===== config.mk =====
export PLATFORM = sky130hd
export DESIGN_NAME = dmem_arbiter
export DESIGN_NICKNAME = d
export VERILOG_FILES = /design/src/rtl/dmem_arb_pkg.sv /design/src/rtl/rr_arb2.sv /design/src/rtl/dmem_arbiter.sv
export SDC_FILE = /design/constraint.sdc
export NUM_CORES = 1
export LEC_CHECK = 0
export ABC_AREA = 1
export CORE_AREA = 4 4 117 119
export CTS_CLUSTER_SIZE = 28
export DETAILED_ROUTE_END_ITERATION = 12
export DIE_AREA = 0 0 121 123
export GPL_ROUTABILITY_DRIVEN = 0
export MAX_ROUTING_LAYER = met4
export PLACE_DENSITY = 0.83
export RECOVER_POWER = 100
export SLEW_MARGIN = 20
export SYNTH_ARGS = -nofsm -noshare
export SYNTH_HDL_FRONTEND = slang
export SYNTH_SLANG_ARGS = --single-unit

===== constraint.sdc =====
create_clock -name clk -period 10.5 [get_ports clk]
set_input_delay 2.1 -clock clk [delete_from_list [all_inputs] [get_ports clk]]
set_output_delay 2.1 -clock clk [all_outputs]
set_load 0.03 [all_outputs]

===== src/rtl/dmem_arb_pkg.sv =====
`default_nettype none
// ============================================================================
// Module      : dmem_arb_pkg
// Description : Shared types and constants for the data-memory arbiter:
//               FSM state encoding, funct3 access-size codes, the size of the
//               data memory and a helper that maps funct3 to a byte count.
// Revision    : 1.0 - initial release
// ============================================================================
package dmem_arb_pkg;

  typedef enum logic [1:0] {
    IDLE   = 2'd0,
    ACCESS = 2'd1,
    RESP   = 2'd2
  } arb_state_t;

  localparam logic [2:0] F3_B  = 3'b000;
  localparam logic [2:0] F3_H  = 3'b001;
  localparam logic [2:0] F3_W  = 3'b010;
  localparam logic [2:0] F3_BU = 3'b100;
  localparam logic [2:0] F3_HU = 3'b101;

  // Byte span of the data memory.
  localparam int DMEM_BYTES = 2**17;

  // Access size in bytes. Unused codes (011, 110, 111) are sized as words.
  function automatic logic [2:0] size_bytes(input logic [2:0] funct3);
    case (funct3)
      F3_B, F3_BU: size_bytes = 3'd1;
      F3_H, F3_HU: size_bytes = 3'd2;
      default:     size_bytes = 3'd4;
    endcase
  endfunction

endpackage
`default_nettype wire


===== src/rtl/rr_arb2.sv =====
`default_nettype none
// ============================================================================
// Module      : rr_arb2
// Description : Two-way round-robin selector. A lone requester always wins;
//               with both requesting, the port not served last wins.
// Ports       : req[1:0] - request vector (bit 0 = p0, bit 1 = p1)
//               last     - port served last (0 = p0, 1 = p1)
//               grant    - one-hot winner, all zero when nobody requests
// Revision    : 1.0 - initial release
// ============================================================================
module rr_arb2 (
  input  logic [1:0] req,
  input  logic       last,
  output logic [1:0] grant
);

  always_comb begin
    grant = 2'b00;
    case (req)
      2'b01:   grant = 2'b01;
      2'b10:   grant = 2'b10;
      2'b11:   grant = last ? 2'b01 : 2'b10;
      default: grant = 2'b00;
    endcase
  end

endmodule
`default_nettype wire


===== src/rtl/dmem_arbiter.sv =====
`default_nettype none
// ============================================================================
// Module      : dmem_arbiter
// Description : Arbitrates two requesters (p0 = CPU load/store, p1 = debug /
//               loader) onto one data-memory port. Each access walks
//               IDLE -> ACCESS -> RESP: grant pulses combinationally in IDLE,
//               memory is driven from latched request fields in ACCESS, and
//               done (plus err) pulses in RESP.
// Ports       : clk, rst (async, active high)
//               pN_req/we/addr/wdata/funct3  - request side, N = 0/1
//               pN_gnt/done/err              - response pulses
//               rdata                        - last successful load result
//               mem_wr_en/addr/wdata/funct3  - memory command
//               mem_rdata                    - combinational memory read data
// Config      : `define DMEM_ARB_ALIGN_CHECK_EN enables the alignment /
//               range error check; otherwise err is tied low.
// Revision    : 1.0 - initial release
// ============================================================================
module dmem_arbiter
  import dmem_arb_pkg::*;
#(
  parameter int ADDRESS_WIDTH = 32,
  parameter int DATA_WIDTH    = 32
) (
  input  logic                     clk,
  input  logic                     rst,
  input  logic                     p0_req,
  input  logic                     p0_we,
  input  logic [ADDRESS_WIDTH-1:0] p0_addr,
  input  logic [DATA_WIDTH-1:0]    p0_wdata,
  input  logic [2:0]               p0_funct3,
  input  logic                     p1_req,
  input  logic                     p1_we,
  input  logic [ADDRESS_WIDTH-1:0] p1_addr,
  input  logic [DATA_WIDTH-1:0]    p1_wdata,
  input  logic [2:0]               p1_funct3,
  output logic                     p0_gnt,
  output logic                     p1_gnt,
  output logic                     p0_done,
  output logic                     p1_done,
  output logic                     p0_err,
  output logic                     p1_err,
  output logic [DATA_WIDTH-1:0]    rdata,
  output logic                     mem_wr_en,
  output logic [ADDRESS_WIDTH-1:0] mem_addr,
  output logic [DATA_WIDTH-1:0]    mem_wdata,
  output logic [2:0]               mem_funct3,
  input  logic [DATA_WIDTH-1:0]    mem_rdata
);

  arb_state_t               r_state;
  logic                     r_last;    // port served last: 0 = p0, 1 = p1
  logic                     r_sel;     // port owning the current access
  logic                     r_we;
  logic [ADDRESS_WIDTH-1:0] r_addr;
  logic [DATA_WIDTH-1:0]    r_wdata;
  logic [2:0]               r_funct3;
  logic [DATA_WIDTH-1:0]    r_rdata;
  logic                     r_p0_done;
  logic                     r_p1_done;
  logic                     r_p0_err;
  logic                     r_p1_err;

  logic [1:0]               w_req;
  logic [1:0]               w_grant;
  logic                     w_idle;
  logic                     w_access;
  logic                     w_err;

  assign w_req    = {p1_req, p0_req};
  assign w_idle   = (r_state == IDLE);
  assign w_access = (r_state == ACCESS);

  rr_arb2 u_rr_arb2 (
    .req   (w_req),
    .last  (r_last),
    .grant (w_grant)
  );

`ifdef DMEM_ARB_ALIGN_CHECK_EN
  // One bit wider than the address so addr + size cannot wrap.
  localparam logic [ADDRESS_WIDTH:0] c_dmem_limit = (ADDRESS_WIDTH+1)'(DMEM_BYTES);

  logic [2:0]               w_size;
  logic [ADDRESS_WIDTH:0]   w_end;

  // The check runs on the latched fields, so it is stable through ACCESS.
  // addr + size - 1 >= limit is rewritten as addr + size > limit.
  always_comb begin
    w_size = size_bytes(r_funct3);
    w_end  = {1'b0, r_addr} + {{(ADDRESS_WIDTH-2){1'b0}}, w_size};
    w_err  = ((w_size == 3'd2) && r_addr[0]) ||
             ((w_size == 3'd4) && (r_addr[1:0] != 2'b00)) ||
             (w_end > c_dmem_limit);
  end
`else
  assign w_err = 1'b0;
`endif

  always_ff @(posedge clk or posedge rst) begin
    if (rst) begin
      r_state   <= IDLE;
      r_last    <= 1'b1;   // p1 counts as served last so p0 wins first
      r_sel     <= 1'b0;
      r_we      <= 1'b0;
      r_addr    <= '0;
      r_wdata   <= '0;
      r_funct3  <= 3'b000;
      r_rdata   <= '0;
      r_p0_done <= 1'b0;
      r_p1_done <= 1'b0;
      r_p0_err  <= 1'b0;
      r_p1_err  <= 1'b0;
    end else begin
      case (r_state)
        IDLE: begin
          if (|w_req) begin
            r_sel    <= w_grant[1];
            r_we     <= w_grant[1] ? p1_we     : p0_we;
            r_addr   <= w_grant[1] ? p1_addr   : p0_addr;
            r_wdata  <= w_grant[1] ? p1_wdata  : p0_wdata;
            r_funct3 <= w_grant[1] ? p1_funct3 : p0_funct3;
            r_state  <= ACCESS;
          end
        end
        ACCESS: begin
          // Load data is taken here while the memory still sees r_addr.
          if (!r_we && !w_err) begin
            r_rdata <= mem_rdata;
          end
          r_p0_done <= ~r_sel;
          r_p1_done <= r_sel;
          r_p0_err  <= ~r_sel & w_err;
          r_p1_err  <= r_sel & w_err;
          r_state   <= RESP;
        end
        RESP: begin
          r_p0_done <= 1'b0;
          r_p1_done <= 1'b0;
          r_p0_err  <= 1'b0;
          r_p1_err  <= 1'b0;
          r_last    <= r_sel;
          r_state   <= IDLE;
        end
        default: begin
          r_state <= IDLE;
        end
      endcase
    end
  end

  // Grant is combinational so a requester sees acceptance in its request cycle.
  assign p0_gnt     = w_idle & w_grant[0];
  assign p1_gnt     = w_idle & w_grant[1];
  assign p0_done    = r_p0_done;
  assign p1_done    = r_p1_done;
  assign p0_err     = r_p0_err;
  assign p1_err     = r_p1_err;
  assign rdata      = r_rdata;

  // Derived from the state register, so an async reset drops it at once.
  assign mem_wr_en  = w_access & r_we & ~w_err;
  assign mem_addr   = r_addr;
  assign mem_wdata  = r_wdata;
  assign mem_funct3 = r_funct3;

endmodule
`default_nettype wire


==> impl_results.md <==
* Status: finished with violations
* Violated checks: capacitance limit, slew limit
* Die height at 123 um
* Largest net degree at the start of global routing at 71
* Internal at ~1.3 mW
* Critical path class: primary input to primary output
* Total grt overflow at 0
* Avg WL per Cell at around 14 um
* CTS tree: done
* Top FF cell, synth: dfrtp_1
* Critical path arrival at just under 6 ns
* Antenna fix cells at 0
* Fin util at approximately 68%
* Switching share of power at 46.08%
* Tmin final at around 8.0 ns
* Slew headroom at -114.2%
* Via density at 4.693
* Reg power frac at 29.9%
* Count of input and output buffers at 275
* Core area at 12570 sq um
* Netlist Area Pre-Place at 5429 sq um
* Post-DRT Antenna Nets at 0
* Fin nets at 1186
* Synth Instances at 764
* Clock power frac at 14.8%
* Power per cell area at between 200 and 300 nW/um^2
* Number of flops mapped to enable cells by yosys at 0
* GRT Util Overall at 23.20%
* Max FO, Critical Path at between 50 and 60
* Routed WL at around 17000 um
* Crit path cell chain: dlygate4sd3_1 -> nand2_1 -> nand2_2 -> clkbuf_1 -> nand2_1 -> inv_1 -> dlygate4sd3_1
* CP endpoint kind: primary output
* DRT Pass-1 Iters at 5
* FILL cells at 1047
* Tightest Hold Check Type: flip-flop to flip-flop
* Critical path's largest stage delay at 1.68 ns
* Ys Warns at 0
* Post-synth top cells: nand2_1 (278), nand3_1 (169), inv_1 (149)
* FF+latch count, synth at 106
* Layout cell share with drive strength beyond 1 at 2.463%
* Hold Slack at 0.4670 ns
* Io pins at 278
* CTS clk-pin slew, worst paths at 0.07 ns
* Clk root buf: clkbuf_16
* Post-CTS Setup Bufs at 0
* Die W at 121 um
* Synth top area share at 48.40%
* Longest Clk Path Bufs at 2
* CTS Hold Bufs at 0
* Initial antenna violation count at 0
* Setup TNS at 0 ns
* Asr flop ratio synth at 100.0%
* Post_cts resized at 0
* Clock Latency Late Sink at 0.34 ns
* First-pass GRT wire length at 26580 um
* Yosys top cell by area: dfrtp_1
* RSZ-0062 raised after global routing: no
* F_max at between 100 and 150 MHz
* Num CTS Buffers at 9
* Worst Tran Pin Value at 3.212 ns
* DRT iter0 DRCs at 362
* Final max-slew violation count at 233
* Clock sinks at about 110
* Pwr Total at 2.360 mW
* Final Hold Vio Count at 0
* Row cnt at between 40 and 50
* Placement Setup Slack at 3.871 ns
* Final Skew at ~0.004 ns
* Ranking of synthesized cells by area: dfrtp_1 (48%), nand2_1 (19%), nand3_1 (16%)
* Syn-to-layout area delta at 57.34%
* Peak supply drop at 127.2 uV
* Most numerous cell in the Yosys netlist: nand2_1
* Critical Path RT at 8.40 ns
* Die ar. at approximately 15000 sq um
* DR DRC count at 0
* Final period util at 75.90%
* Final setup fails at 0
* Pleak at 4.730 nW
* Synth Area per Inst at 7.106 sq um
* Starting Density at 43.20%
* Via Count at roughly 5600
* Sw power at about 1.1 mW
* Vias in the first global route at 5312
* Number of max-cap violations at 5
* Worst Setup Start Kind: primary input
* Comb power frac at 55.3%
* Final worst slack at 2.530 ns
* Critical path's slowest cell: clkbuf_1
* H-tree depth at 3
* Sequential-to-total area share from yosys stat at 48.88%
* Synth unique cells at 18
* Final HPWL DP at 12360 um
[path summary, 6_finish.rpt]
kind,from,endpoint,slack [ns],depth (start not counted)
setup / recovery,p1_req,p1_gnt,2.53,7
hold / removal,rdata[9],rdata[9],0.47,2
max in group asynchronous,rst,mem_addr[25],4.25,3
min in group asynchronous,rst,rdata[19],2.84,2
setup reg to reg,r_state[0],mem_addr[0],5.85,8
hold reg to reg,rdata[9],rdata[9],0.47,2
[worst max-delay path, delay by kind of cell]
family / cells / cell delay, ns
and+or+nand+nor: 3 / 0.55
buffers and inverters: 4 / 3.20
[final cells by class]
cell class	count	area [sq um]	area share (%)
tap	172	215.2	2.519
clock inverter	4	48.80	0.5713
multi-input combinational	462	2008	23.51
sequential	106	2654	31.07
timing repair buffer	281	2783	32.58
clock buffer	12	266.5	3.120
inverter	150	566.8	6.635
[power by group through the flow]
stage / Sequential [mW] / Combinational, mW / Clock, mW
floorplan: 1.08 / 0.433 / 0
global placement: 0.712 / 1.36 / 0
detailed placement: 0.716 / 1.38 / 0
CTS: 0.714 / 1.38 / 0.359
global route: 0.735 / 1.42 / 0.375
finish: 0.706 / 1.31 / 0.349
[cell families (layout without fill, tap and decap cells)]
logic type               count (synthesis)  in the layout  share of synthesized area, %
AO/OA/AOI/OAI                            6              6                        0.5990
flip-flops                             106            106                         48.88
buffers and inverters                  197            447                         14.34
adder cells (fa/ha/maj)                  4              4                        0.9219
other                                    1              2                       0.06907
AND/OR/NAND/NOR                        450            450                         35.19
[cells in the final DEF (no fill, tap or decap), drive strengths merged]
cell,netlist,routed
a21oi,1,1
buf,29,2
bufinv,0,1
clkbuf,18,16
clkdlybuf4s50,0,170
clkinv,0,3
clkinvlp,0,1
conb,1,2
dfrtp,105,105
dfstp,1,1
dlygate4sd3,0,105
ha,4,4
inv,150,149
nand2,278,278
nand3,169,169
nor2,3,3
o21ai,3,3
o22ai,2,2
[metal layers]
| metal | track usage [%] | vias to the layer above | wire [um] |
|---|---|---|---|
| met2 | 38.73 | 247 | 8128 |
| met3 | 7.594 | 33 | 1849 |
| met4 | 8.499 | 0 | 433 |
| li1 | - | 2789 | - |
| met5 | - | - | 0 |
| met1 | 26.20 | 2502 | 6398 |
[registers in the layout (all words and copies together) (netlist names), 2 cells and up]
signal      cells
rdata          32
mem_addr       32
mem_wdata      32
mem_funct3      3
r_state         2
[stage by stage]
step / cells / cell area [sq um]
2_1_floorplan: 765 / 5433
3_3_place_gp: 1171 / 8243
3_5_place_dp: 1171 / 8245
4_1_cts: 1187 / 8561
5_1_grt: 1187 / 8542
6_report: 1187 / 8542
No activity file was read; power rests on OpenSTA's default activity.
